### src/rtl/hazard_pkg.sv
// Shared types and helpers for the pipeline hazard controller.
package hazard_pkg;

  localparam int unsigned REG_W  = 5;
  localparam int unsigned TIME_W = 2;

  localparam logic [TIME_W-1:0] TUSE_NONE = 2'b11;

  typedef enum logic [1:0] {
    FWD_RF = 2'b00,
    FWD_E  = 2'b01,
    FWD_M  = 2'b10,
    FWD_W  = 2'b11
  } fwd_sel_t;

  typedef struct packed {
    logic [REG_W-1:0]  dst;
    logic [TIME_W-1:0] tnew;
    logic [REG_W-1:0]  rs;
    logic [REG_W-1:0]  rt;
  } stage_t;

  function automatic logic [TIME_W-1:0] sat_dec(input logic [TIME_W-1:0] x);
    return (x == '0) ? '0 : x - 2'd1;
  endfunction

endpackage

### src/rtl/hazard_stage_reg.sv
// One shadow pipeline stage: captures the upstream record with Tnew counted down.
module hazard_stage_reg
  import hazard_pkg::*;
(
  input  logic   clk,
  input  logic   reset,
  input  logic   bubble,
  input  stage_t din,
  output stage_t q
);

  stage_t nxt;

  always_comb begin
    nxt      = din;
    nxt.tnew = sat_dec(din.tnew);
  end

  always_ff @(posedge clk) begin
    if (reset || bubble) begin
      q <= '0;
    end else begin
      q <= nxt;
    end
  end

endmodule

### src/rtl/hazard_ctrl.sv
// Stall detection and forwarding-select generation from E/M/W shadows of in-flight instructions.
module hazard_ctrl
  import hazard_pkg::*;
(
  input  logic       clk,
  input  logic       reset,
  input  logic [4:0] rs_d,
  input  logic [4:0] rt_d,
  input  logic [1:0] tuse_rs_d,
  input  logic [1:0] tuse_rt_d,
  input  logic [1:0] tnew_d,
  input  logic [4:0] dst_d,
  output logic       stall,
  output logic [1:0] fwd_rs_d,
  output logic [1:0] fwd_rt_d,
  output logic [1:0] fwd_rs_e,
  output logic [1:0] fwd_rt_e,
  output logic [1:0] fwd_rt_m
);

  stage_t d_rec;
  stage_t e_q;
  stage_t m_q;
  stage_t w_q;

  assign d_rec = '{dst: dst_d, tnew: tnew_d, rs: rs_d, rt: rt_d};

  // Each stage applies one saturating decrement, so E sees sat_dec(tnew_d).
  hazard_stage_reg u_stage_e (
    .clk   (clk),
    .reset (reset),
    .bubble(stall),
    .din   (d_rec),
    .q     (e_q)
  );

  hazard_stage_reg u_stage_m (
    .clk   (clk),
    .reset (reset),
    .bubble(1'b0),
    .din   (e_q),
    .q     (m_q)
  );

  hazard_stage_reg u_stage_w (
    .clk   (clk),
    .reset (reset),
    .bubble(1'b0),
    .din   (m_q),
    .q     (w_q)
  );

  function automatic logic hazard(input logic [REG_W-1:0] r,
                                  input logic [TIME_W-1:0] tuse,
                                  input stage_t s);
    return (tuse != TUSE_NONE) && (r != '0) && (s.dst == r) && (s.tnew > tuse);
  endfunction

  function automatic logic fwd_ok(input logic [REG_W-1:0] r, input stage_t s);
    return (r != '0) && (s.dst == r) && (s.tnew == '0);
  endfunction

  always_comb begin
    stall = hazard(rs_d, tuse_rs_d, e_q) | hazard(rs_d, tuse_rs_d, m_q) |
            hazard(rt_d, tuse_rt_d, e_q) | hazard(rt_d, tuse_rt_d, m_q);
  end

  always_comb begin
    fwd_rs_d = FWD_RF;
    if (fwd_ok(rs_d, e_q))      fwd_rs_d = FWD_E;
    else if (fwd_ok(rs_d, m_q)) fwd_rs_d = FWD_M;
    else if (fwd_ok(rs_d, w_q)) fwd_rs_d = FWD_W;

    fwd_rt_d = FWD_RF;
    if (fwd_ok(rt_d, e_q))      fwd_rt_d = FWD_E;
    else if (fwd_ok(rt_d, m_q)) fwd_rt_d = FWD_M;
    else if (fwd_ok(rt_d, w_q)) fwd_rt_d = FWD_W;

    fwd_rs_e = FWD_RF;
    if (fwd_ok(e_q.rs, m_q))      fwd_rs_e = FWD_M;
    else if (fwd_ok(e_q.rs, w_q)) fwd_rs_e = FWD_W;

    fwd_rt_e = FWD_RF;
    if (fwd_ok(e_q.rt, m_q))      fwd_rt_e = FWD_M;
    else if (fwd_ok(e_q.rt, w_q)) fwd_rt_e = FWD_W;

    fwd_rt_m = FWD_RF;
    if (fwd_ok(m_q.rt, w_q)) fwd_rt_m = FWD_W;
  end

  // M.rs and W.rs/rt are carried for completeness but not consumed here.
  logic unused_fields;
  assign unused_fields = ^{m_q.rs, w_q.rs, w_q.rt};

endmodule

### config.mk
export PLATFORM = sky130hd
export DESIGN_NAME = hazard_ctrl
export DESIGN_NICKNAME = d
export VERILOG_FILES = /design/src/rtl/hazard_pkg.sv /design/src/rtl/hazard_stage_reg.sv /design/src/rtl/hazard_ctrl.sv
export SDC_FILE = /design/constraint.sdc
export NUM_CORES = 1
export LEC_CHECK = 0
export CAP_MARGIN = 30
export CORE_MARGIN = 10
export CORE_UTILIZATION = 30
export CTS_CLUSTER_DIAMETER = 120
export DETAILED_ROUTE_END_ITERATION = 7
export RECOVER_POWER = 100
export SLEW_MARGIN = 20
export SYNTH_ARGS = -nofsm -noshare
export SYNTH_HDL_FRONTEND = slang
export SYNTH_SLANG_ARGS = --single-unit
export TNS_END_PERCENT = 10
### constraint.sdc
create_clock -name clk -period 8.5 [get_ports clk]
set_clock_uncertainty 0.05 [all_clocks]
set_input_delay 2.55 -clock clk [delete_from_list [all_inputs] [get_ports clk]]
set_output_delay 2.55 -clock clk [all_outputs]
set_load 0.005 [all_outputs]
==> reports/qor.yml, run 1 <==
run_status:
  status: "finished with violations"
  violations: "capacitance limit, slew limit"
finish:
  instances_no_fill: 360
  finalNetCount: 294
  register_area_sq_um: 721
  multi_input_area_sq_um: 1290
  fillCellCount: 783
  stdcell_area_sq_um: 2610
  n_antenna_cell: 0
  final_util: 0.362
  drive_above_1_share: 0.0651
  area_growth_pct: 17.8
synth:
  ys_ff_latch: 36
  yosysTopAreaCell: "dfxtp_1"
  ys_seq_area_frac: 0.325
  syn_area_per_cell_sq_um: 9.34
  yosysTopAreaCellShare: 0.325
  syn_nets: 271
  syn_inst: 237
  synth_area_leaders: "dfxtp_1, xnor2_1, xor2_1"
  synth.distinct_cells: 38
  ys_warn_count: 0
  syn_area_sq_um: 2210
critical_path:
  crit_required_ns: 5.90
  critPathCaptureType: "output pin"
  cp-start-kind: "input pin"
  path_cells: "dlygate4sd3_1 -> inv_1 -> ha_1 -> nand2b_1 -> a222oi_1 -> and4b_1 -> a211o_1 -> or2_2 -> dlygate4sd3_1"
  critPathArrivalTime_ns: 5.03
  cpMostUsedCell: "dlygate4sd3_1"
  critPathSlowestCell: "dlygate4sd3_1"
  cp_max_fo: 3
  max_stage_delay_ns: 0.59
  crit_type: "in -> out"
power_and_ir_drop:
  vdd_drop_max_v: 0.0000791
  clock_power_share: 0.302
  netSwitchingFraction: 0.281
  p_leak_uw: 0.00102
  intPower_uw: 281
  p_comb_frac: 0.214
  power_density_nw_per_um2: 150
  power.net_switching_uw: 110
  p_seq_frac: 0.484
clock_network:
  clock-sinks: 36
  cts_tree: "done"
  clk_path_buf_depth: 2
  clk_latency_ns: 0.29
  clk_pin_slew_worst_paths_ns: 0.07
  post-cts-setup-buffer-count: 0
  cts_resized: 0
  cts.hold.buffers_added: 0
  ctsHtreeMaxLevel: 2
  cts_buffers: 5
  root_buffer: "clkbuf_8"
timing:
  fin_tns_setup_ns: 0
  period_share: 0.898
  holdWs_ns: 0.372
  drv_slew: 37
  hold_violations: 0
  setup_viol: 0
  relSlewSlack: -0.00862
  fin_crit_ns: 7.63
  rsz0062_at_grt: "no"
  fmax_ghz: 0.131
  tightest_slew_ns: 1.51
drt:
  wl_per_cell_microns: 14.8
  first_pass_iters: 4
  via_per_inst: 4.68
  via_count: 1686
  drt_iter0_drc: 51
  drc_errors: 0
  drtAntennaViolNets: 0
  wl_microns: 5310
place:
  placed_cell_area_sq_um: 2580
  gp_congestion: 0.814
  port_buffers: 33
  dp_cells: 352
  dp.final_hpwl_microns: 3980
run:
  maxCapViolations: 1
floorplanning:
  die_h_microns: 106
  start_util: 0.307
  die_x_microns: 106
  core_sq_um: 7210
  placementRows: 31
  design.die.area_sq_um: 11200
  ioPinCount: 34
grt:
  grt_pass1_vias: 1836
  gr-total-overflow: 0
  track_usage: 0.0981
  grt_max_degree: 37
  grt_pass1_wl_microns: 8980
  antenna_found_initial: 0
worst_hold_path:
  min-delay-path-class: "reg -> reg"
per-stage QoR:
step	setup WS, ns	total power, uW
final	0.866	391
after global routing	0.754	414
after CTS	1.02	400
after detailed placement	1.05	281
after global placement	1.06	279
after floorplan	2.02	246
kinds of logic after synthesis:
kind of cell | share of synthesized area
AOI/OAI and AO/OA | 0.0469
DFF | 0.325
buffers and inverters | 0.0701
xor gates and xnor gates | 0.214
adders and majority gates | 0.0621
and+or+nand+nor | 0.282
worst max-delay path, delay by kind of cell:
family / cells / cell delay [ns]
fa+ha+maj: 1 / 0.31
simple gates: 3 / 0.59
compound gates: 2 / 0.35
buf+inv: 3 / 1.24
placed cells by master, fill, tap and decap left out, drive strengths merged, types with 7 or more instances in the layout:
cell type and count:
nor4b 17, dfxtp 36, xor2 17, nor2 7, clkbuf 7, nor2b 19
ha 11, xnor2 37, clkdlybuf4s50 20, inv 11, dlygate4sd3 13, nor3 12
nor4 7
layer usage:
layer  vias up  GRT usage  wire length (microns)  part of all wire
met5         -          0                      0                 0
met2        31      0.166                   2560              0.48
met3         7     0.0290                    228             0.043
met4         0     0.0261                     52            0.0098
li1        859          -                      -                 -
met1       789      0.119                   2480              0.47
power groups by stage:
stage	Sequential, uW	Clock, uW	Combinational [uW]
3_3_place_gp	193	0	86.1
6_report	189	118	83.8
4_1_cts	189	122	89.1
3_5_place_dp	193	0	88.0
5_1_grt	191	129	95.0
2_1_floorplan	187	0	59.2
sequential cells by signal, indices dropped and copies added (netlist names):
name,count
u_stage_w.q,7
u_stage_m.q,12
u_stage_e.q,17
final cells by class:
type / instances / share of cell area
flip-flops and latches: 36 / 0.276
clock buffers: 5 / 0.0264
multi-input cells: 170 / 0.494
inverters: 11 / 0.0158
well taps: 99 / 0.0475
clock inverters: 3 / 0.00719
repair buffers: 36 / 0.132
worst paths after layout:
kind	start	endpoint	slack (ns)	cells after the start
setup / recovery	tuse_rs_d[1]	stall	0.87	9
hold / removal	u_stage_e.q[10]$_SDFF_PP0_	u_stage_m.q[10]$_SDFF_PP0_	0.37	1
setup reg to reg	u_stage_m.q[10]$_SDFF_PP0_	u_stage_e.q[7]$_SDFF_PP0_	6.05	8
hold reg to reg	u_stage_e.q[10]$_SDFF_PP0_	u_stage_m.q[10]$_SDFF_PP0_	0.37	1
cells in the mapped netlist:
master and n:
nor2_1 7, a222oi_1 1, nor2b_1 19, clkbuf_2 3
a211o_1 1, buf_12 1, nand2_1 5, or2_2 4
a32oi_1 1, a31o_2 1, or4_1 2, a21o_1 1
nand4_1 6, a21oi_1 4, buf_6 1, o21ai_0 2
clkbuf_1 10, a221oi_1 1, nand2b_1 1, and4b_1 1
ha_1 11, inv_1 11, nor4b_1 9, and3_1 1
xor2_1 17, nand3_2 1, dfxtp_1 36, buf_4 2
or3_1 2, a31oi_1 1, nand3_1 5, nor3_1 10
xnor2_1 37, a22oi_1 2, buf_2 3, nor4b_2 8
nor3_2 2, nor4_1 7
(Power assumes the default switching activity.)
==> run 2: changes to the inputs <==
--- a/config.mk
+++ b/config.mk
@@ -8,6 +8,7 @@
 export CAP_MARGIN = 30
 export CORE_MARGIN = 10
 export CORE_UTILIZATION = 30
+export CTS_BUF_LIST = sky130_fd_sc_hd__clkbuf_2 sky130_fd_sc_hd__clkbuf_4 sky130_fd_sc_hd__clkbuf_8
 export CTS_CLUSTER_DIAMETER = 120
 export DETAILED_ROUTE_END_ITERATION = 7
 export RECOVER_POWER = 100
==> results of run 2 <==
Same layout as run 1: the final DEF is identical, and so are final timing and power.
